**src/rtl/fht_pkg.sv**
```systemverilog
// Shared constants and the loader state encoding for the FHT front end.
package fht_pkg;

  localparam int N_POINTS  = 1024;
  localparam int LOG2_N    = 10;
  localparam int N_BANK    = 4;
  localparam int A_BIT_DEF = 8;
  localparam int D_BIT_DEF = 16;

  typedef enum logic [2:0] {
    IDLE,
    LOAD,
    FLUSH,
    START,
    WAIT_ACK,
    WAIT_DONE
  } ld_state_e;

endpackage

```
**src/rtl/fht_bitrev.sv**
```systemverilog
// Combinational bit reversal of a W-bit word: out_data[i] = in_data[W-1-i].
// Shared between the input loader and the output unloader.
module fht_bitrev #(
  parameter int W = 10
) (
  input  logic [W-1:0] in_data,
  output logic [W-1:0] out_data
);

  // Pure wiring: mirror every bit position.
  for (genvar i = 0; i < W; i++) begin : g_rev
    assign out_data[i] = in_data[W-1-i];
  end

endmodule

```
**src/rtl/fht_input_loader.sv**
```systemverilog
// FHT input loader: accepts one frame of 2^N_BIT samples over valid/ready,
// scatters them over four RAM banks, pulses the FHT start, then waits for
// the transform to finish before accepting the next frame.
// Build option FHT_LOADER_BITREV_EN: defined selects the bit-reversed scatter,
// undefined selects natural order (input already reversed upstream).
module fht_input_loader
  import fht_pkg::*;
#(
  parameter int A_BIT = A_BIT_DEF,
  parameter int D_BIT = D_BIT_DEF,
  parameter int N_BIT = LOG2_N
) (
  input  logic             iCLK,
  input  logic             iRESET,
  input  logic [D_BIT-1:0] iDATA,
  input  logic             iVALID,
  output logic             oREADY,
  input  logic             iFHT_RDY,
  output logic             oSTART,
  output logic [A_BIT-1:0] oADDR_WR,
  output logic [D_BIT-1:0] oDATA_WR,
  output logic             oWE_0,
  output logic             oWE_1,
  output logic             oWE_2,
  output logic             oWE_3,
  output logic             oBUSY,
  output logic [7:0]       oFRAME_CNT
);

  ld_state_e          state_q, state_d;
  logic [N_BIT-1:0]   idx_q, idx_d;
  logic [N_BIT-1:0]   map_idx;
  logic [N_BANK-1:0]  we_q, we_d;
  logic [A_BIT-1:0]   addr_q, addr_d;
  logic [D_BIT-1:0]   data_q, data_d;
  logic [7:0]         frame_q, frame_d;
  logic               xfer;

  // Index-to-location map: low two bits pick the bank, the rest is the word.
`ifdef FHT_LOADER_BITREV_EN
  fht_bitrev #(.W(N_BIT)) u_bitrev (
    .in_data  (idx_q),
    .out_data (map_idx)
  );
`else
  assign map_idx = idx_q;
`endif

  assign oREADY     = (state_q == LOAD);
  assign oBUSY      = (state_q != LOAD);
  assign oSTART     = (state_q == START);
  assign xfer       = iVALID & oREADY;
  assign oADDR_WR   = addr_q;
  assign oDATA_WR   = data_q;
  assign oWE_0      = we_q[0];
  assign oWE_1      = we_q[1];
  assign oWE_2      = we_q[2];
  assign oWE_3      = we_q[3];
  assign oFRAME_CNT = frame_q;

  // Next-state and write-port logic; write strobes last a single cycle and
  // address/data hold their last value between writes.
  always_comb begin
    state_d = state_q;
    idx_d   = idx_q;
    we_d    = '0;
    addr_d  = addr_q;
    data_d  = data_q;
    frame_d = frame_q;
    case (state_q)
      IDLE: begin
        if (iFHT_RDY) state_d = LOAD;
      end
      LOAD: begin
        if (xfer) begin
          idx_d              = idx_q + 1'b1;
          we_d[map_idx[1:0]] = 1'b1;
          addr_d             = A_BIT'(map_idx >> 2);
          data_d             = iDATA;
          if (idx_q == '1) state_d = FLUSH;
        end
      end
      FLUSH: begin
        state_d = START;
      end
      START: begin
        frame_d = frame_q + 8'd1;
        state_d = WAIT_ACK;
      end
      WAIT_ACK: begin
        if (!iFHT_RDY) state_d = WAIT_DONE;
      end
      WAIT_DONE: begin
        if (iFHT_RDY) state_d = LOAD;
      end
      default: begin
        state_d = IDLE;
      end
    endcase
  end

  // State and output registers with synchronous active-low reset.
  always_ff @(posedge iCLK) begin
    if (!iRESET) begin
      state_q <= IDLE;
      idx_q   <= '0;
      we_q    <= '0;
      addr_q  <= '0;
      data_q  <= '0;
      frame_q <= '0;
    end else begin
      state_q <= state_d;
      idx_q   <= idx_d;
      we_q    <= we_d;
      addr_q  <= addr_d;
      data_q  <= data_d;
      frame_q <= frame_d;
    end
  end

endmodule

```
**config.mk**
```make
export PLATFORM = sky130hd
export DESIGN_NAME = fht_input_loader
export DESIGN_NICKNAME = d
export VERILOG_FILES = /design/src/rtl/fht_pkg.sv /design/src/rtl/fht_bitrev.sv /design/src/rtl/fht_input_loader.sv
export SDC_FILE = /design/constraint.sdc
export NUM_CORES = 1
export LEC_CHECK = 0
export BUFFER_PORTS_ARGS = -buffer_cell sky130_fd_sc_hd__buf_2
export CAP_MARGIN = 20
export CORE_UTILIZATION = 50
export DETAILED_ROUTE_END_ITERATION = 12
export GPL_TIMING_DRIVEN = 0
export PLACE_DENSITY_LB_ADDON = 0.25
export SLEW_MARGIN = 20
export SYNTH_ARGS = -nofsm -noshare
export SYNTH_HDL_FRONTEND = slang
export SYNTH_SLANG_ARGS = --single-unit
```
**constraint.sdc**
```tcl
create_clock -name iCLK -period 1.55 [get_ports iCLK]
set_input_delay 0.155 -clock iCLK [delete_from_list [all_inputs] [get_ports iCLK]]
set_output_delay 0.155 -clock iCLK [all_outputs]
set_load 0.005 [all_outputs]
```
==> results.ini, run 1 <==
[outcome]
outcome = completed

[finish]
antenna_cells = 0
mostFrequentLayoutCell = buf_2
final_cell_mix = buf_2 (62), nand2_1 (59), dfxtp_1 (46)
nets = 322
area_delta_synth_final_pct = 24.0
fin_area_sq_um = 2480
nFillCells = 358
drive_gt1_share_pct = 28.9
regArea_sq_um = 985
fin_cells = 346
multi_input_area_sq_um = 961

[setup_path]
cp_cell_sequence = ha_1 > nand3_4 > or4_1 > a21oi_1
crit_start = idx_q[1]
cp-start-kind = register
arrival_ns = 1.73
rr_worst_depth = 4
cp-endpoint = idx_q[6]
critPathMaxStageDelay_ns = 0.53
crit_path_end_kind = register
path_buf_inv = 0
worst-path-stages = 4
cpMaxStageDelayCell = or4_1
reg2reg_slack_ns = 0.06
required_ns = 1.79
critPathTopFamily = simple AND/OR/NAND/NOR gates
crit_type = register to register
cp_max_fo = 7
r2r-end = idx_q[6]
reg2reg_from = idx_q[1]

[floorplanning]
coreArea_sq_um = 3740
num_rows = 22
design.die.area_sq_um = 4260
ios = 59
fp.dieH_microns = 65.3
initial_utilization_pct = 53.4
die_w_microns = 65.3

[logic_synthesis]
ys_top_cells_by_area = dfxtp_1 (49%), nand2_1 (11%), a21oi_1 (9.8%), ha_1 (3.1%), o31ai_1 (2.6%)
synth-seq-cells = 49
synth.top_cell.area_share_pct = 49.0
ys_types = 34
synth.yosys.warnings = 0
syn_nets = 258
synth-edff-count = 0
postSynthCellCount = 233
ys_seq_area_share_pct = 49.0
synthFlopType = dfxtp_1
syn-mean-instance-area_sq_um = 8.59
synthArstFlopShare_pct = 0
syn_area_sq_um = 2000
synth_top_area_cell = dfxtp_1

[hold_path]
worstHoldPathType = input pin to register

[timing]
setup_viol = 0
setup_ws_ns = 0.0600
worst_pin_slew_ns = 0.523
setup_tns_ns = 0
drv_slew = 0
rsz0062_at_grt = true
fmax_mhz = 671
skew_ns = 0.00361
finalHoldViolCount = 0
period_share_pct = 96.1
fin_crit_ns = 1.49
relSlewSlack_pct = 65.1

[clocking]
cts-htree-levels = 2
clock_latency_ns = 0.31
cts_num_sinks = 49
cts_setup_buffers = 0
clockBufferDepth = 2
cts_buffers = 5
path_clk_slew_ns = 0.09
cts_tree = built
cts_root_buffer = clkbuf_8

[global_route]
grt_pass1_vias = 1676
grt_max_degree = 16
grt_overflow = 0
grt_usage_pct = 22.9
antenna_found_initial = 0
grt_first_pass_wirelength_mm = 7.38

[drt]
ant_nets = 0
dr.pass1.iters = 4
avgViaCountPerCell = 5.21
drt-total-wl_mm = 4.36
wire_per_inst_microns = 12.6
drt-initial-drc-count = 92
drcViolationCount = 0
vias = 1802

[pwr]
seqPwrFrac_pct = 57.5
total_power_mw = 2.26
pwr-share-comb_pct = 9.4
swShare_pct = 25.1
p_clk_share_pct = 33.1
p_sw_mw = 0.569
ir_drop_v = 0.000651
powerDensity_nw_per_um2 = 913
internal_power_mw = 1.70
p_leak_nw = 1.05

[placement]
gp_congestion = 0.797
placed_cells = 338
pre_cts_ws_ns = 0.00841
place_area_sq_um = 2350
hpwl_mm = 3.06
place.port_buffers = 57

[flow_run]
max_cap_viol_count = 0

## Yosys cell counts, types with 2 or more instances
cell      count
inv_1         5
o21bai_1      2
nor2_1        5
dfxtp_1      49
mux2i_1       2
buf_2         7
nand4_1       5
nand2_1      59
nand3_1       4
or3_1         6
a21oi_1      39
o31ai_1       7
and3_1        3
xor2_1        2
clkbuf_1      5
ha_1          5
o21ai_0       6
or4_1         6
## worst register-to-register path, cell delays in order (launching register included)
cell and delay (ns):
dfxtp_2 0.40, ha_1 0.23, nand3_4 0.11, or4_1 0.53, a21oi_1 0.15
## what timing repair did
| action | in CTS | in global routing |
|---|---|---|
| gates resized for setup | 2 | 13 |
| hold buffers | 0 | 0 |
| setup endpoints to repair | 1 | 16 |
## per-stage QoR
step / utilization [%] / hold slack [ns]
3_5_place_dp: 62.7 / 0.400
3_3_place_gp: 62.7 / 0.396
2_1_floorplan: - / 0.291
5_1_grt: 66.3 / 0.0651
4_1_cts: 65.1 / 0.0698
6_report: 66.3 / 0.0779
## per-layer routing
| layer | vias up | GRT usage, % | wire length [microns] |
|---|---|---|---|
| li1 | 931 | - | - |
| met1 | 821 | 28.6 | 2020 |
| met2 | 41 | 36.2 | 2050 |
| met3 | 9 | 6.08 | 194 |
| met4 | 0 | 11.4 | 90 |
| met5 | - | 0 | 0 |
## sequential cells by signal, indices dropped and copies added, names as in the netlist
register	cells
we_q	4
oDATA_WR	16
oFRAME_CNT	8
state_q	3
idx_q	10
oADDR_WR	8
## cells by family after synthesis
| family | Yosys count | synth area share [%] |
|---|---|---|
| adders and majority gates | 5 | 3.13 |
| AOI/OAI and AO/OA | 55 | 15.1 |
| DFF | 49 | 49.0 |
| buffers and inverters | 20 | 4.75 |
| and+or+nand+nor | 100 | 26.1 |
| xor gates and xnor gates | 2 | 0.876 |
| muxes | 2 | 1.00 |
## layout make-up
cell class,instances,area share (%)
plain buffers,14,3.28
clock buffers,6,2.92
repair buffers,57,11.5
flip-flops and latches,49,39.7
inverters,6,0.908
well taps,48,2.42
clock inverters,2,0.555
multi-input cells,164,38.7
## power by group through the flow
stage | registers [mW] | clock network [mW] | logic [mW]
after floorplan | 1.33 | 0 | 0.118
after global placement | 1.33 | 0 | 0.204
after detailed placement | 1.33 | 0 | 0.207
after CTS | 1.30 | 0.761 | 0.208
after global routing | 1.31 | 0.829 | 0.238
final | 1.30 | 0.750 | 0.212
## worst min path at each step
stage                              end  depth (start not counted)      start  slack, ns
final                      oDATA_WR[8]                          3   iDATA[8]       0.08
after global routing      oDATA_WR[10]                          3  iDATA[10]       0.07
after CTS                 oDATA_WR[15]                          3  iDATA[15]       0.07
after detailed placement  oDATA_WR[15]                          3  iDATA[15]       0.40
after global placement     oDATA_WR[7]                          3   iDATA[7]       0.40
after floorplan            oDATA_WR[0]                          2   iDATA[0]       0.29
(Power assumes the default switching activity.)
==> run 2, diff against run 1 <==
--- a/config.mk
+++ b/config.mk
@@ -5,11 +5,10 @@
 export SDC_FILE = /design/constraint.sdc
 export NUM_CORES = 1
 export LEC_CHECK = 0
-export BUFFER_PORTS_ARGS = -buffer_cell sky130_fd_sc_hd__buf_2
 export CAP_MARGIN = 20
-export CORE_UTILIZATION = 50
+export CORE_UTILIZATION = 61
 export DETAILED_ROUTE_END_ITERATION = 12
-export GPL_TIMING_DRIVEN = 0
+export DONT_BUFFER_PORTS = 1
 export PLACE_DENSITY_LB_ADDON = 0.25
 export SLEW_MARGIN = 20
 export SYNTH_ARGS = -nofsm -noshare
==> run 2 against run 1 <==
Net effect: critical path depth is the same; setup slack gained 0.011 ns; global-route usage grew 4.9 points; routed wire length grew 8.8%; fmax grew 0.78%; first-iteration DRC count shrank 3.3%; sequential share of layout area grew 1.8 points; non-clock buffer count shrank 40; final cell count shrank 13%; sequential power is essentially flat; clock skew is essentially flat; critical path type unchanged; die area shrank 18%.
==> results.ini, run 2 (synthesis results as in run 1) <==
[outcome]
outcome = completed

[clocking]
cts_setup_buffers = 0
cts-htree-levels = 2
cts_buffers = 5
path_clk_slew_ns = 0.14
cts_tree = built
cts_root_buffer = clkbuf_4
clock_latency_ns = 0.36
clockBufferDepth = 2
cts_num_sinks = 49

[finish]
antenna_cells = 0
nFillCells = 214
nets = 282
final_cell_mix = nand2_1 (59), dfxtp_1 (46), a21oi_1 (39)
area_delta_synth_final_pct = 18.8
mostFrequentLayoutCell = nand2_1
largest_reg_flops = 16
utilization_pct = 77.2
drive_gt1_share_pct = 12.4

[timing]
worst_pin_slew_ns = 0.455
setup_viol = 0
fmax_mhz = 676
drv_slew = 0
fin_crit_ns = 1.48
setup_ws_ns = 0.0714
skew_ns = 0.00361
finalHoldViolCount = 0
period_share_pct = 95.4
relSlewSlack_pct = 69.7

[drt]
ant_nets = 0
dr.pass1.iters = 4
drcViolationCount = 0
drt-initial-drc-count = 89
vias = 1787
avgViaCountPerCell = 5.92
wire_per_inst_microns = 15.7
drt-total-wl_mm = 4.74

[floorplanning]
initial_utilization_pct = 65.0
design.die.area_sq_um = 3510
fp.dieH_microns = 59.3
die_w_microns = 59.3
num_rows = 20
coreArea_sq_um = 3080
ios = 59

[hold_path]
worstHoldPathType = input pin to register

[setup_path]
crit_path_end_kind = register
cpMaxStageDelayCell = or4_1
cp_cell_sequence = ha_1 > nand3_2 > or4_1 > a21oi_1
cp-start-kind = register
required_ns = 1.86
cp_max_fo = 7
path_buf_inv = 0
critPathMaxStageDelay_ns = 0.52
crit_type = register to register
critPathTopFamily = simple AND/OR/NAND/NOR gates
arrival_ns = 1.78

[flow_run]
max_cap_viol_count = 0

[global_route]
grt_max_degree = 45
grt_first_pass_wirelength_mm = 7.42
antenna_found_initial = 0
grt_usage_pct = 27.8
grt_overflow = 0
grt_pass1_vias = 1712

[pwr]
ir_drop_v = 0.000751
p_leak_nw = 0.850
powerDensity_nw_per_um2 = 972

[placement]
gp_congestion = 0.805
hpwl_mm = 2.88
place.port_buffers = 0
pre_cts_ws_ns = 0.0386

## run 2: timing repair
action | in CTS | in global routing
hold buffers | 18 | 0
endpoints found under the setup margin | 1 | 5
hold endpoints to repair | 24 | 0
gates resized for setup | 1 | 4
## run 2: final timing paths
path | startpoint | endpoint | slack, ns | cells past startpoint
worst max register to register | idx_q[1] | idx_q[6] | 0.07 | 4
worst max-delay path | idx_q[1] | idx_q[6] | 0.07 | 4
worst min-delay path | iRESET | state_q[0] | 0.04 | 2
worst min register to register | oADDR_WR[5] | oADDR_WR[5] | 0.48 | 2
## run 2: area by class of cell
| class | instances | area (sq um) | share of cell area (%) |
|---|---|---|---|
| sequential | 49 | 985 | 41.4 |
| multi-input combinational | 164 | 935 | 39.3 |
| timing repair buffer | 31 | 290 | 12.2 |
| tap | 44 | 55.1 | 2.32 |
| clock buffer | 6 | 51.3 | 2.16 |
| clock inverter | 2 | 37.5 | 1.58 |
| inverter | 6 | 22.5 | 0.948 |
## run 2: per-layer routing
| layer | vias up | part of all wire (%) | GRT usage, % |
|---|---|---|---|
| met4 | 0 | 1.8 | 9.86 |
| li1 | 857 | - | - |
| met1 | 843 | 39 | 31.5 |
| met2 | 76 | 52 | 48.8 |
| met5 | - | 0 | 0 |
| met3 | 11 | 6.7 | 8.73 |
## run 2: power by group
group / total, mW / leakage [nW] / switching, mW / internal (mW)
Clock: 0.791 / 0.0445 / 0.408 / 0.384
Sequential: 1.32 / 0.398 / 0.0252 / 1.29
Combinational: 0.201 / 0.408 / 0.111 / 0.0899
## run 2: through the flow
stage | total power [mW] | area, sq um | instances | TNS (ns) | hold slack (ns)
2_1_floorplan | 1.45 | 2000 | 233 | 0 | 0.291
3_3_place_gp | 1.49 | 2090 | 276 | 0 | 0.293
3_5_place_dp | 1.50 | 2090 | 276 | 0 | 0.301
4_1_cts | 2.31 | 2370 | 302 | 0 | 0.0362
5_1_grt | 2.39 | 2380 | 302 | -0.00859 | 0.0486
6_report | 2.31 | 2380 | 302 | 0 | 0.0411
==> run 3, diff against run 2 <==
--- a/config.mk
+++ b/config.mk
@@ -6,7 +6,9 @@
 export NUM_CORES = 1
 export LEC_CHECK = 0
 export CAP_MARGIN = 20
-export CORE_UTILIZATION = 61
+export CELL_PAD_IN_SITES_DETAIL_PLACEMENT = 1
+export CELL_PAD_IN_SITES_GLOBAL_PLACEMENT = 1
+export CORE_UTILIZATION = 45
 export DETAILED_ROUTE_END_ITERATION = 12
 export DONT_BUFFER_PORTS = 1
 export PLACE_DENSITY_LB_ADDON = 0.25
==> run 3 against run 2 <==
Net effect: die area increased by 34%; non-clock buffer count up 5; register-to-register slack about the same; utilization shrank 18 points; clock-buffer cell count fell by 1; critical path type unchanged; first-iteration DRC count decreased by 13%.
==> results.ini, run 3 (synthesis results as in run 1) <==
[timing]
setup_viol = 0
fin_crit_ns = 1.47
skew_ns = 0.00332
worst_pin_slew_ns = 0.462
fmax_mhz = 679
drv_slew = 0
finalHoldViolCount = 0
period_share_pct = 95.1
setup_tns_ns = 0
relSlewSlack_pct = 69.2

[pwr]
p_clk_share_pct = 38.0
pwr-share-comb_pct = 8.8
total_power_mw = 2.46
swShare_pct = 24.1
p_sw_mw = 0.594
seqPwrFrac_pct = 53.3
p_leak_nw = 0.888
powerDensity_nw_per_um2 = 1000
internal_power_mw = 1.87
ir_drop_v = 0.000656

[setup_path]
crit_type = register to register
crit_path_end_kind = register
reg2reg_from = idx_q[0]
rr_worst_depth = 4
r2r-end = idx_q[6]
cp_max_fo = 7
cp-start-kind = register
arrival_ns = 1.71
required_ns = 1.79
reg2reg_slack_ns = 0.08

[finish]
drive_gt1_share_pct = 14.1
mostFrequentLayoutCell = nand2_1
regArea_sq_um = 983
antenna_cells = 0
largest_reg_flops = 16
nFillCells = 483
nets = 287
area_delta_synth_final_pct = 23.1
final_cell_mix = nand2_1 (59), dfxtp_1 (47), a21oi_1 (39)
multi_input_area_sq_um = 953

[clocking]
cts-htree-levels = 2
cts_root_buffer = clkbuf_8
path_clk_slew_ns = 0.09
clock_latency_ns = 0.31
cts_tree = built
cts_buffers = 5
cts_num_sinks = 49
clockBufferDepth = 2

[outcome]
outcome = completed

[drt]
drt-initial-drc-count = 77
ant_nets = 0
vias = 1794
wire_per_inst_microns = 17.9
drcViolationCount = 0
drt-total-wl_mm = 5.59
dr.pass1.iters = 4
avgViaCountPerCell = 5.73

[floorplanning]
ios = 59
fp.dieH_microns = 68.7
design.die.area_sq_um = 4720
die_w_microns = 68.7
num_rows = 23
coreArea_sq_um = 4140
initial_utilization_pct = 48.3

[hold_path]
hold_path_end = state_q[0]
worstHoldPathType = input pin to register
min-delay-start = iRESET
whs_path_depth = 1

[global_route]
grt_overflow = 0
grt_first_pass_wirelength_mm = 8.49
grt_usage_pct = 25.0
grt_max_degree = 45
grt_pass1_vias = 1875
antenna_found_initial = 0

[flow_run]
max_cap_viol_count = 0

[placement]
place.port_buffers = 0
gp_congestion = 0.815
hpwl_mm = 3.37

-- run 3: repair_timing --
action                     in CTS  in global routing
hold buffers                   17                  1
setup endpoints to repair       2                  6
resized for setup               1                  6
hold endpoints to repair       19                  1
setup buffers                   0                  2
-- run 3: stage by stage --
| step | hold WS [ns] | setup slack [ns] | cell area [sq um] | util, % | std cells |
|---|---|---|---|---|---|
| 2_1_floorplan | 0.291 | 0.158 | 2000 | - | 233 |
| 3_3_place_gp | 0.293 | 0.171 | 2120 | 51.2 | 285 |
| 3_5_place_dp | 0.299 | 0.0550 | 2120 | 51.2 | 285 |
| 4_1_cts | 0.000529 | 0.00854 | 2410 | 58.2 | 310 |
| 5_1_grt | 0.00805 | -0.0216 | 2460 | 59.4 | 313 |
| 6_report | 0.0174 | 0.0763 | 2460 | 59.4 | 313 |
-- run 3: cell type report --
class,instances,share of cell area [%]
clock buffers,5,2.79
clock inverters,3,1.78
well taps,50,2.54
inverters,6,0.915
multi-input cells,164,38.7
flip-flops and latches,49,39.9
repair buffers,36,13.3
-- run 3: layer usage --
metal | GRT usage [%] | part of all wire [%] | vias to the layer above
li1 | - | - | 861
met1 | 26.6 | 41 | 882
met2 | 45.2 | 54 | 45
met3 | 7.73 | 4.3 | 6
met4 | 10.4 | 1.2 | 0
met5 | 0 | 0 | -
-- run 3: critical path, cell delays in order (launching register included) --
cell and delay [ns]:
dfxtp_1 0.37, ha_1 0.24, nand3_4 0.12, or4_1 0.52, a21oi_1 0.16
-- run 3: worst max-delay path by stage --
| stage | start | slack (ns) | cells after the start | end |
|---|---|---|---|---|
| CTS | state_q[0] | 0.009 | 4 | oBUSY |
| finish | idx_q[0] | 0.08 | 4 | idx_q[6] |
| global route | idx_q[0] | -0.02 | 4 | idx_q[6] |
| detailed placement | oFRAME_CNT[0] | 0.05 | 4 | oFRAME_CNT[4] |
| floorplan | idx_q[0] | 0.16 | 4 | idx_q[6] |
| global placement | idx_q[0] | 0.17 | 4 | idx_q[6] |
-- run 3: power by group through the flow --
stage	logic (mW)	registers [mW]	clock network, mW
after floorplan	0.118	1.33	0
after CTS	0.206	1.31	0.951
final	0.216	1.31	0.936
after global routing	0.238	1.32	1.02
after global placement	0.155	1.34	0
after detailed placement	0.169	1.34	0
